`config.mk`:
```
export PLATFORM = sky130hd
export DESIGN_NAME = matmul_idx_seq
export DESIGN_NICKNAME = d
export VERILOG_FILES = /design/src/rtl/matmul_idx_seq.sv
export SDC_FILE = /design/constraint.sdc
export NUM_CORES = 1
export LEC_CHECK = 0
export CAP_MARGIN = 25
export CORE_MARGIN = 5
export CORE_UTILIZATION = 35
export DETAILED_ROUTE_END_ITERATION = 7
export GPL_TIMING_DRIVEN = 1
export HOLD_SLACK_MARGIN = 0.15
export PLACE_DENSITY_LB_ADDON = 0.1
export REMOVE_ABC_BUFFERS = 1
export SLEW_MARGIN = 20
export SYNTH_ARGS = -nofsm -noshare
export SYNTH_HDL_FRONTEND = slang
export SYNTH_SLANG_ARGS = --single-unit
export TNS_END_PERCENT = 50
```
`constraint.sdc`:
```
create_clock -name clk -period 4.3 [get_ports clk]
set_input_delay 1.075 -clock clk [delete_from_list [all_inputs] [get_ports clk]]
set_output_delay 1.075 -clock clk [all_outputs]
set_load 0.05 [all_outputs]
```
`src/rtl/matmul_idx_seq.sv`:
```
// +----------------------------------------------------------------------------+
// | matmul_idx_seq                                                             |
// | Matrix-multiply index sequencer: steps (i,j,k) from generator flags and    |
// | issues one MAC per tuple over valid/ready.                                 |
// | Optional macro: MATMUL_ADDR_CALC_EN (linear operand/result addresses).     |
// | Revision: 1.0                                                              |
// +----------------------------------------------------------------------------+
`default_nettype none

module matmul_idx_seq #(
  parameter int IW = 32,
  parameter int AW = 32
) (
  input  logic          clk,
  input  logic          reset,
  input  logic          start,
  input  logic [IW-1:0] num_i,
  input  logic [IW-1:0] num_j,
  input  logic [IW-1:0] num_k,
  input  logic          adv_i,
  input  logic          adv_j,
  input  logic          gen_done,
  output logic [IW-1:0] curr_i,
  output logic [IW-1:0] curr_j,
  output logic [IW-1:0] curr_k,
  output logic          mac_valid,
  input  logic          mac_ready,
  output logic          acc_clear,
  output logic          acc_last,
  output logic [AW-1:0] addr_a,
  output logic [AW-1:0] addr_b,
  output logic [AW-1:0] addr_c,
  output logic          busy,
  output logic          eval_done,
  output logic          err_shape
);

  typedef enum logic [1:0] {
    S_IDLE   = 2'd0,
    S_PRIME  = 2'd1,
    S_ISSUE  = 2'd2,
    S_FINISH = 2'd3
  } state_t;

  localparam logic [IW-1:0] IDX_ONE = {{(IW-1){1'b0}}, 1'b1};

  state_t        state_q, state_d;
  logic [IW-1:0] num_i_q, num_i_d, num_j_q, num_j_d, num_k_q, num_k_d;
  logic [IW-1:0] curr_i_q, curr_i_d, curr_j_q, curr_j_d, curr_k_q, curr_k_d;
  logic          err_q, err_d;

  always_comb begin
    state_d  = state_q;
    num_i_d  = num_i_q;
    num_j_d  = num_j_q;
    num_k_d  = num_k_q;
    curr_i_d = curr_i_q;
    curr_j_d = curr_j_q;
    curr_k_d = curr_k_q;
    err_d    = err_q;
    case (state_q)
      S_IDLE: begin
        if (start) begin
          num_i_d = num_i;
          num_j_d = num_j;
          num_k_d = num_k;
          if ((num_i == '0) || (num_j == '0) || (num_k == '0)) begin
            err_d   = 1'b1;
            state_d = S_FINISH;
          end else begin
            err_d    = 1'b0;
            curr_i_d = '0;
            curr_j_d = '0;
            curr_k_d = '0;
            state_d  = S_PRIME;
          end
        end
      end
      // PRIME gives the generator one edge to register flags for the new tuple
      S_PRIME: state_d = S_ISSUE;
      S_ISSUE: begin
        if (mac_ready) begin
          if (gen_done) begin
            state_d = S_FINISH;
          end else if (adv_i) begin
            curr_i_d = curr_i_q + IDX_ONE;
            curr_j_d = '0;
            curr_k_d = '0;
            state_d  = S_PRIME;
          end else if (adv_j) begin
            curr_j_d = curr_j_q + IDX_ONE;
            curr_k_d = '0;
            state_d  = S_PRIME;
          end else begin
            curr_k_d = curr_k_q + IDX_ONE;
            state_d  = S_PRIME;
          end
        end
      end
      S_FINISH: state_d = S_IDLE;
      default:  state_d = S_IDLE;
    endcase
  end

  always_ff @(posedge clk or posedge reset) begin
    if (reset) begin
      state_q  <= S_IDLE;
      num_i_q  <= '0;
      num_j_q  <= '0;
      num_k_q  <= '0;
      curr_i_q <= '0;
      curr_j_q <= '0;
      curr_k_q <= '0;
      err_q    <= 1'b0;
    end else begin
      state_q  <= state_d;
      num_i_q  <= num_i_d;
      num_j_q  <= num_j_d;
      num_k_q  <= num_k_d;
      curr_i_q <= curr_i_d;
      curr_j_q <= curr_j_d;
      curr_k_q <= curr_k_d;
      err_q    <= err_d;
    end
  end

  // num_i is kept for completeness but no output depends on it
  logic shape_unused;
  assign shape_unused = ^{num_i_q, num_j_q};

`ifdef MATMUL_ADDR_CALC_EN
  logic [2*IW-1:0] sum_a, sum_b, sum_c;
  logic [AW-1:0]   addr_a_q, addr_b_q, addr_c_q;

  // Addresses are computed from the next tuple so they move on the same edge
  always_comb begin
    sum_a = ({{IW{1'b0}}, curr_i_d} * {{IW{1'b0}}, num_k_d}) + {{IW{1'b0}}, curr_k_d};
    sum_b = ({{IW{1'b0}}, curr_k_d} * {{IW{1'b0}}, num_j_d}) + {{IW{1'b0}}, curr_j_d};
    sum_c = ({{IW{1'b0}}, curr_i_d} * {{IW{1'b0}}, num_j_d}) + {{IW{1'b0}}, curr_j_d};
  end

  always_ff @(posedge clk or posedge reset) begin
    if (reset) begin
      addr_a_q <= '0;
      addr_b_q <= '0;
      addr_c_q <= '0;
    end else begin
      addr_a_q <= AW'(sum_a);
      addr_b_q <= AW'(sum_b);
      addr_c_q <= AW'(sum_c);
    end
  end

  assign addr_a = addr_a_q;
  assign addr_b = addr_b_q;
  assign addr_c = addr_c_q;
`else
  assign addr_a = '0;
  assign addr_b = '0;
  assign addr_c = '0;
`endif

  assign curr_i    = curr_i_q;
  assign curr_j    = curr_j_q;
  assign curr_k    = curr_k_q;
  assign mac_valid = (state_q == S_ISSUE);
  assign acc_clear = mac_valid && (curr_k_q == '0);
  assign acc_last  = mac_valid && (curr_k_q == (num_k_q - IDX_ONE));
  assign busy      = (state_q != S_IDLE);
  assign eval_done = (state_q == S_FINISH);
  assign err_shape = err_q;

endmodule

`default_nettype wire

```
# After elaboration in Yosys (flattened, before gate mapping)
# Index checks and enable logic that the tools add are counted.
# W data, S select, Z words.
[totals] reg_bits=131 in_bits=103 output_inout_bits=198 wordCells=58
[classes] n_addsub=4 n_eq_ne=10 muxes=22 n_reduce_logical=16
[ops] op="$mux W32" count=13
[ops] op="$pmux W32 S2" count=3
[ops] op="$logic_not A32 Y1" count=4
[ops] op="$add A32 B1 Y32 const B" count=3
[ops] op="$eq A32 B32 Y1" count=1
[ops] op="$sub A32 B1 Y32 const B" count=1
[ops] op="$reduce_and A6 Y1" count=2
[ops] op="$mux W2" count=4
[ops] op="$ne A2 B2 Y1 const B" count=4
[ops] op="$pmux W2 S4" count=1
[ops] op="$reduce_and A5 Y1" count=1
[ops] op="$eq A2 B2 Y1 const B" count=2
[ops] op="$reduce_and A2 Y1" count=2
[ops] op="$reduce_bool A2 Y1" count=2
[ops] op="$ne A3 B3 Y1 const B" count=1
[ops] op="$eq A2 B1 Y1 const B" count=1
[ops] op="$logic_and A1 B1 Y1" count=2
[ops] op="$logic_not A2 Y1" count=1
[ops] op="$logic_or A1 B1 Y1" count=2
[ops] op="$ne A2 B1 Y1 const B" count=1
[ops] op="$mux W1" count=1

# Depth between registers and ports, before layout
[depth] word_depth=6 depth_mapped=9

# Worst setup path before layout
# Ideal clock, no wire load.
[synth_path] kind="flip-flop to output port" start="reg num_k_q[0]" end="out acc_last" arrival_ps=3549 setup_slack_ps=-324 path_stages_with_launch=10 path_buffers=0 path_cell_list="dfrtp_1 inv_1 ha_1 or4b_4 or4_1 or4_1 xnor2_1 nor4_1 nand4_1 nor4_2"
[synth_between] elab_chain_len=3
[synth_rtl] item="start: declaration" line_no="48" text="logic [IW-1:0] num_i_q, num_i_d, num_j_q, num_j_d, num_k_q, num_k_d;"
[synth_rtl] item="start signal: assignment" line_no="119" text="num_k_q <= num_k_d;"
[synth_rtl] item="$sub A32 B1 Y32" line_no="168" text="assign acc_last = mac_valid && (curr_k_q == (num_k_q - IDX_ONE));"
[synth_rtl] item="$eq A32 B32 Y1" line_no="168"
[synth_rtl] item="$logic_and A1 B1 Y1" line_no="168"
[synth_rtl] item="end: declaration" line_no="29" text="output logic acc_last,"
# Every way passes these cells.

# Worst setup path in the final report
# Ends and elaborated chain as after synthesis.

==> impl_metrics.py <==
metrics = {
    "final_layout": {
        "drive_gt1_frac": 0.111,
        "synthToLayoutAreaGrowth_pct": 34.6,
        "num_antenna_cells": 0,
        "nNetsFinal": 1282,
        "utilization": 0.474,
        "layoutNonFillerInstCount": 1511,
        "stdcell_area_mm2": 0.0115,
    },
    "critical_path": {
        "r2r_cells": 7,
        "crit_chain": "inv_2, ha_2, or4b_4, or4_4, or4_4, xnor2_1, nor4_1, nand4_1, nor4_2, buf_4, buf_12",
        "r2r-end": "curr_k[31]$_DFFE_PP0P_",
        "endpoint_kind": "primary output",
        "required_ns": 3.22,
        "worst_path_most_repeated_cell": "or4_4",
        "rrSetupSlack_ns": 1.66,
        "rr_startpoint": "curr_k[15]$_DFFE_PP0P_",
        "startpoint_type": "flip-flop",
        "cp_slowest_cell": "or4b_4",
        "max_stage_delay_ns": 0.47,
        "crit_fanout": 2,
        "worstSetupPathType": "flip-flop to primary output",
        "critPathArrivalTime_ns": 3.33,
    },
    "routing": {
        "viasPerCell": 5.14,
        "vias": 7765,
        "dr.pass1.iters": 5,
        "drt_iter0_drc": 463,
        "drc": 0,
        "antenna_left": 0,
        "drt_wl_total_um": 26500,
        "routedWlPerCell_um": 17.5,
    },
    "clocking": {
        "insertion_delay_ns": 0.42,
        "cts_made_buffers": 17,
        "cts_tree": "done",
        "hold_buffers": 0,
        "h-tree-depth": 4,
        "clk_path_buf_depth": 2,
        "clock-root-buffer": "clkbuf_16",
        "cts_sinks": 131,
        "clk_pin_slew_ns": 0.06,
    },
    "die": {
        "start_util": 0.352,
        "die_w_um": 166,
        "core_area_mm2": 0.0242,
        "fp.dieH_um": 166,
        "dieArea_mm2": 0.0276,
        "ios": 301,
        "rows": 57,
    },
    "min_path": {
        "hp-start": "curr_j[10]$_DFFE_PP0P_",
        "hp-class": "flip-flop to flip-flop",
        "whs_path_depth": 1,
        "whs_endpoint": "curr_j[10]$_DFFE_PP0P_",
    },
    "outcome": {
        "violations": "negative setup slack",
        "status": "complete, but fails checks",
    },
    "synthesis": {
        "synth_seq_cells": 131,
        "synth-edff-count": 0,
        "syn-cell-area_mm2": 0.00852,
        "synthCells": 955,
        "syn_avg_cell_area_um2": 8.92,
        "yosysSeqAreaShare": 0.385,
        "synth_warnings": 0,
        "ys_types": 62,
        "synth_ff_type": "dfrtp_1",
        "async_reset_ff_frac": 1.00,
    },
    "placement": {
        "post-place-ws_ns": 0.0778,
        "place_area_mm2": 0.0108,
        "place_hpwl_um": 19300,
        "io_buffer_count": 204,
        "place_inst": 1476,
        "routabilityCongestion": 0.926,
    },
    "power": {
        "p_leak_nw": 4.56,
        "powerDensity_mw_per_mm2": 462,
        "peakVddDrop_uv": 219,
    },
    "timing": {
        "maxSlewViolCount": 0,
        "relSlewSlack": 0.393,
        "setup_ws_ns": -0.104,
        "period_share": 1.02,
        "worst_slew_pin_slew_ns": 0.903,
        "finalHoldViolations": 0,
        "rsz0062_at_grt": "true",
        "fin_skew_ns": 0.0144,
        "final-setup-viol-count": 1,
        "period_minus_slack_ns": 4.40,
        "clock.fmax_mhz": 227,
    },
    "global_route": {
        "grt_pass1_vias": 7449,
        "gr-total-overflow": 0,
        "antenna_found_initial": 0,
        "grt_pass1_wl_um": 41800,
        "grt_max_degree": 80,
        "grt.total_usage": 0.186,
    },
    "job": {
        "maxCapViolCount": 0,
    },
}
[power by group]
group	switching, mW	internal [mW]	leakage [nW]
Sequential	0.305	1.42	1.75
Combinational	1.26	0.787	2.52
Clock	0.600	0.920	0.295
Total	2.17	3.13	4.56
[routing by layer]
metal  track usage  up-vias  share of wire
met3        0.0405       14          0.062
met1         0.258     3788           0.47
met4        0.0416        0         0.0087
li1              -     3695              -
met2         0.301      268           0.46
met5             0        -              0
[through the flow]
step | hold slack [ns] | TNS, ns | power, mW
2_1_floorplan | 0.502 | -66.27 | 2.95
3_3_place_gp | 0.493 | 0 | 3.72
3_5_place_dp | 0.497 | 0 | 3.74
4_1_cts | 0.507 | -0.123 | 5.33
5_1_grt | 0.542 | -0.322 | 5.60
6_report | 0.506 | -0.104 | 5.29
[cell usage in the layout (no fill, tap or decap), types with 4 or more instances in the layout]
cell type	netlist	layout
clkdlybuf4s50_1	0	203
o2111ai_1	7	7
and3_1	25	25
clkinv_4	0	5
nand3_1	35	35
nand2_1	57	57
or4_4	1	5
xor2_1	35	35
a31oi_1	4	4
nor4_1	54	52
clkbuf_16	0	17
nand4_1	32	32
o211ai_1	10	10
a211o_1	4	4
buf_4	96	37
ha_1	5	4
nor4_2	2	4
and4_1	6	6
a21oi_1	26	26
mux2_2	30	30
conb_1	1	96
nor3_1	34	34
inv_6	0	4
nor2_1	92	90
o21ai_0	40	39
or4_1	15	11
xnor2_1	65	65
and2_1	6	6
or3_1	19	19
nor2b_1	5	5
dfrtp_1	131	129
nand2b_1	4	4
o31ai_1	7	7
inv_1	19	17
[state kept, by name, summed over array words and instances, names as in the netlist]
register,flops
state_q,2
curr_k,32
curr_i,32
curr_j,32
num_k_q,32
err_shape,1
[Yosys cell counts, types with 4 or more instances]
| cell | count | area share |
|---|---|---|
| o211ai_1 | 10 | 0.0088 |
| nor4_1 | 54 | 0.040 |
| clkbuf_1 | 35 | 0.015 |
| xnor2_1 | 65 | 0.067 |
| ha_1 | 5 | 0.0073 |
| inv_1 | 19 | 0.0084 |
| and3_1 | 25 | 0.018 |
| a21oi_1 | 26 | 0.015 |
| nor2_1 | 92 | 0.041 |
| dfrtp_1 | 131 | 0.38 |
| a211o_1 | 4 | 0.0041 |
| buf_4 | 96 | 0.085 |
| xor2_1 | 35 | 0.036 |
| o2111ai_1 | 7 | 0.0072 |
| or3_1 | 19 | 0.014 |
| o31ai_1 | 7 | 0.0062 |
| nor2b_1 | 5 | 0.0037 |
| or4_1 | 15 | 0.013 |
| nor4b_1 | 4 | 0.0041 |
| buf_1 | 5 | 0.0022 |
| nand4_1 | 32 | 0.024 |
| nand3_1 | 35 | 0.021 |
| nor3_1 | 34 | 0.020 |
| mux2_2 | 30 | 0.040 |
| o21ai_0 | 40 | 0.024 |
| a31oi_1 | 4 | 0.0029 |
| nand2_1 | 57 | 0.025 |
| and4_1 | 6 | 0.0062 |
| nand2b_1 | 4 | 0.0029 |
| and2_1 | 6 | 0.0044 |
[how the worst max path moves through the flow]
| stage | end | cells past startpoint | startpoint | slack, ns |
|---|---|---|---|---|
| after floorplan | curr_k[5]$_DFFE_PP0P_ | 6 | start | -1.36 |
| after global placement | acc_last | 11 | num_k_q[0]$_DFFE_PP0P_ | 0.07 |
| after detailed placement | acc_last | 11 | num_k_q[0]$_DFFE_PP0P_ | 0.08 |
| after CTS | acc_last | 11 | num_k_q[0]$_DFFE_PP0P_ | -0.12 |
| after global routing | acc_last | 11 | num_k_q[0]$_DFFE_PP0P_ | -0.32 |
| final | acc_last | 11 | num_k_q[0]$_DFFE_PP0P_ | -0.10 |
[critical path: cells and delay by family, from the launching register on]
family                     cells  cell delay, ns
adders and majority gates      1            0.16
xor gates and xnor gates       1            0.13
DFF                            1            0.40
and+or+nand+nor                6            1.85
buffers and inverters          3            0.35
[layout make-up]
cell class | count | area [um2]
clock buffers | 18 | 429
flip-flops and latches | 131 | 3280
multi-input cells | 762 | 4730
inverters | 19 | 76.3
clock inverters | 14 | 178
fillers | 2320 | 12700
well taps | 324 | 405
repair buffers | 243 | 2370
[cells by family (layout without fill, tap and decap cells)]
kind of cell,after synthesis,after routing,share of synthesized area
simple gates,413,413,0.265
buf+inv,157,294,0.112
flops,131,131,0.385
compound gates,117,117,0.0870
xor+xnor,100,100,0.103
mux,31,31,0.0408
fa+ha+maj,5,5,0.00734
other cells,1,96,0.000440
[repair_timing]
action                     CTS  global route
setup buffers                3             0
resized for setup           14             2
pin swaps                    6             0
setup endpoints to repair    1             1
No activity file was read; power rests on OpenSTA's default activity.
==> variant 1, RTL diff (same settings) <==
Set the parameter `AW` to 64 (it was 32).
--- a/src/rtl/matmul_idx_seq.sv
+++ b/src/rtl/matmul_idx_seq.sv
@@ -9,7 +9,7 @@
 
 module matmul_idx_seq #(
   parameter int IW = 32,
-  parameter int AW = 32
+  parameter int AW = 64
 ) (
   input  logic          clk,
   input  logic          reset,
Ports: changed (resized addr_a, addr_b and addr_c); port bits go from 301 to 397. The function was not compared with the original's and may differ.
==> variant 1 against the original RTL <==
The flow still finishes with violations (setup timing); critical path type unchanged; design area rose by 3.4%; total power rose by 2.9%; non-clock buffer count rose by 10; wire length rose by 7.6%; setup slack improved by 13 ps; largest cell class unchanged; synthesized area rose by 8.5%; sequential cell count did not move.
==> variant 1: results (changes against the original RTL) <==
| Metric | Value |
|---|---|
| Vias in the first global route | `7630 (+2.4%)` |
| Leak Pwr | `4.93 nW (+7.9%)` |
| Aggregate global-route resource usage | `18.5% (-0.18 points)` |
| Pre-CTS WS | `156 ps (+77.8 ps)` |
| Total routed wirelength | `28.5 mm (+7.6%)` |
| Switching Share | `43.3% (+2.3 points)` |
| Clk pwr | `1.48 mW (-3%)` |
| Synth top cells by count | `buf_4, dfrtp_1, nor2_1, xnor2_1, nand2_1` |
| CP arrival | `3320 ps (about the same)` |
| Status | `finished, violations left` |
| Final HPWL DP | `22.2 mm (+15%)` |
| Nets | `1388 (+8.3%)` |
| Share of layout cells above drive strength 1 | `10.5% (-0.60 points)` |
| Comb pwr | `2.28 mW (+11%)` |
| Buffer share of cell area | `20.4% (-0.23 points)` |
| Worst-path fanout max | `6 (+4)` |
| Register area share after synthesis | `35.5% (-3.0 points)` |
| Final setup margin | `-90.8 ps (+13.5 ps)` |
| Multi-input logic portion of the cell area | `42.7% (+1.5 points)` |
| Largest net degree at the start of global routing | `56 (-30%)` |
| Final setup fails | `1 (unchanged)` |
| Register area | `0.00328 sq mm (about the same)` |
| GP Congestion | `0.868 (-6.3%)` |
| Violated checks | `setup timing` |
| Multi-input gate count | `858 (+13%)` |
| Slew Limit Headroom | `38.7% (-0.56 points)` |
## variant 1: cell count changes after synthesis
cell / change
buf_4: +96
## variant 1: final timing paths
| check | startpoint | endpoint | slack (ps) | depth (start not counted) |
|---|---|---|---|---|
| setup / recovery | num_k_q[6] | acc_last | -90 | 9 |
| hold / removal | curr_j[14] | curr_j[14] | 520 | 1 |
| setup reg to reg | state_q[1] | curr_j[23] | 1700 | 7 |
| hold reg to reg | curr_j[14] | curr_j[14] | 520 | 1 |
| max in group asynchronous | reset | curr_i[2] | 2420 | 3 |
| min in group asynchronous | reset | num_k_q[0] | 1090 | 2 |
## variant 1: metal layers
metal	track usage, %	up-vias	part of all wire, %
li1	-	3809	-
met1	23.7	3855	41
met2	32.1	368	49
met3	3.54	24	8.1
met4	4.44	0	1.3
met5	0	-	0
## variant 1: repair_timing
action | 4_1_cts | 5_1_grt
resized for setup | 6 | 4
buffers inserted | 3 | 0
setup endpoints to repair | 1 | 2
pin swaps | 5 | 0
## variant 1: logic make-up after synthesis
logic type,share of synthesized area [%]
simple gates,24.4
buf+inv,18.1
flops,35.5
compound gates,8.02
xor+xnor,9.48
mux,3.76
fa+ha+maj,0.677
other cells,0.0406
## variant 1: per-stage QoR
stage | instances | cell area [sq um] | setup TNS [ps] | util, %
2_1_floorplan | 1008 | 8350 | -66270 | -
3_3_place_gp | 1593 | 11200 | 0 | 43.0
3_5_place_dp | 1593 | 11200 | 0 | 43.0
4_1_cts | 1628 | 11800 | -90.5 | 45.4
5_1_grt | 1628 | 11900 | -281 | 45.5
6_report | 1628 | 11900 | -90.8 | 45.5
## variant 1: critical path, stage by stage, from the launching register on
cell and delay (ps):
dfrtp_1 440, or4_4 560, or4_4 560, nor3_4 210, nand3_1 120, nor4bb_1 290
o22ai_1 150, nor4_2 270, buf_4 160, buf_12 130
==> variant 2, RTL diff (same flow settings) <==
Without the edit above. Put one more register stage on the output `err_shape`. The value now appears one clock later. The other outputs are not delayed to match.
--- a/src/rtl/matmul_idx_seq.sv
+++ b/src/rtl/matmul_idx_seq.sv
@@ -168,7 +168,9 @@
   assign acc_last  = mac_valid && (curr_k_q == (num_k_q - IDX_ONE));
   assign busy      = (state_q != S_IDLE);
   assign eval_done = (state_q == S_FINISH);
-  assign err_shape = err_q;
+  always_ff @(posedge clk) begin
+    err_shape <= err_q;
+  end
 
 endmodule
 
Function: changed (Yosys sat finds a counterexample within 4 cycles, from zero or initial values and one cycle with reset high).
==> variant 2 against the original RTL <==
The run still ends with setup timing left; design area grew 0.26%; synthesized area grew 0.24%; wire length grew 0.71%; non-clock buffer count grew 1; total power grew 0.47%; fmax shrank 0.15%; sequential cell count grew 1; clock skew shrank 0.95 ps; first-iteration DRC count grew 7.6%; setup slack lost 6.5 ps; count of clock-buffer cells in the layout is the same; combinational power shrank 2%; largest cell class unchanged; highest routed layer unchanged.
==> variant 2: results (changes against the original RTL) <==
| Metric | Value |
|---|---|
| Status | `finished, violations left` |
| Violated checks | `setup timing` |
| Clock share of power | `29.7% (+1.0 points)` |
| Worst reg-to-reg path cell count | `8 (+1)` |
| Grt met3 use | `5.02% (+0.98 points)` |
| Placed cell areas | `0.0108 sq mm (about the same)` |
| CP Launch Point | `num_k_q[1]` |
| Register area share after synthesis | `38.6% (+0.14 points)` |
| Total routed wirelength | `26.7 mm (+0.71%)` |
| Async SR Flop Fraction | `99.2% (-0.76 points)` |
| Pre-CTS WS | `114 ps (+36.5 ps)` |
| Slew Limit Headroom | `34.1% (-5.2 points)` |
| Internal power | `3.18 mW (+1.6%)` |
| CP arrival | `3340 ps (about the same)` |
| First-pass GRT wire length | `41.7 mm (-0.23%)` |
| Vias in the first global route | `7275 (-2.3%)` |
| Nets | `1284 (+0.16%)` |
| Final setup margin | `-111 ps (-6.46 ps)` |
| Met1 Resource Use GR | `25.7% (-0.095 points)` |
| Final HPWL DP | `19.6 mm (+1.6%)` |
| Routed wl met3 | `2.03 mm (+24%)` |
| Leak Pwr | `4.57 nW (+0.10%)` |
| Non-filler cells, final | `1513 (+0.13%)` |
| Quantity of gates resized following cts | `11 (-3)` |
| M1 wire length | `12.1 mm (-1.9%)` |
| GP Congestion | `0.824 (-11%)` |
| Largest net degree at the start of global routing | `69 (-14%)` |
| Library cells used by synthesis | `63 (+1.6%)` |
| Aggregate global-route resource usage | `18.7% (+0.095 points)` |
| Routed wl met2 | `12.2 mm (-0.26%)` |
| Final setup fails | `1 (unchanged)` |
| Setup TNS | `-111 ps (-6.46 ps)` |
| Worst ir drop on vdd | `0.266 mV (+21%)` |
| Clk pwr | `1.58 mW (+4%)` |
| Top cells by area, synth | `dfrtp_1, buf_4, xnor2_1` |
| Comb pwr share | `37.7% (-1.0 points)` |
-- variant 2: changes by cell type in the layout (fill, tap and decap cells not counted), sizes merged --
cell / change
buf: +1
bufinv: +1
clkinv: -2
clkinvlp: +1
dfxtp: +1
-- variant 2: kinds of logic (layout without fill, tap and decap cells) --
group           after synthesis  count (layout)  share of synthesized area (%)
xor+xnor                    100             100                           10.3
flops                       132             132                           38.6
other cells                   1              96                         0.0439
fa+ha+maj                     5               5                          0.733
compound gates              117             117                           8.68
mux                          31              31                           4.07
buf+inv                     157             295                           11.2
simple gates                413             413                           26.4
-- variant 2: area by class of cell --
| type | instances | area share (%) |
|---|---|---|
| Multi-Input combinational cell | 762 | 41.1 |
| Sequential cell | 132 | 28.7 |
| Timing Repair Buffer | 244 | 20.5 |
| Clock buffer | 18 | 3.73 |
| Tap cell | 324 | 3.53 |
| Clock inverter | 14 | 1.75 |
| Inverter | 19 | 0.664 |
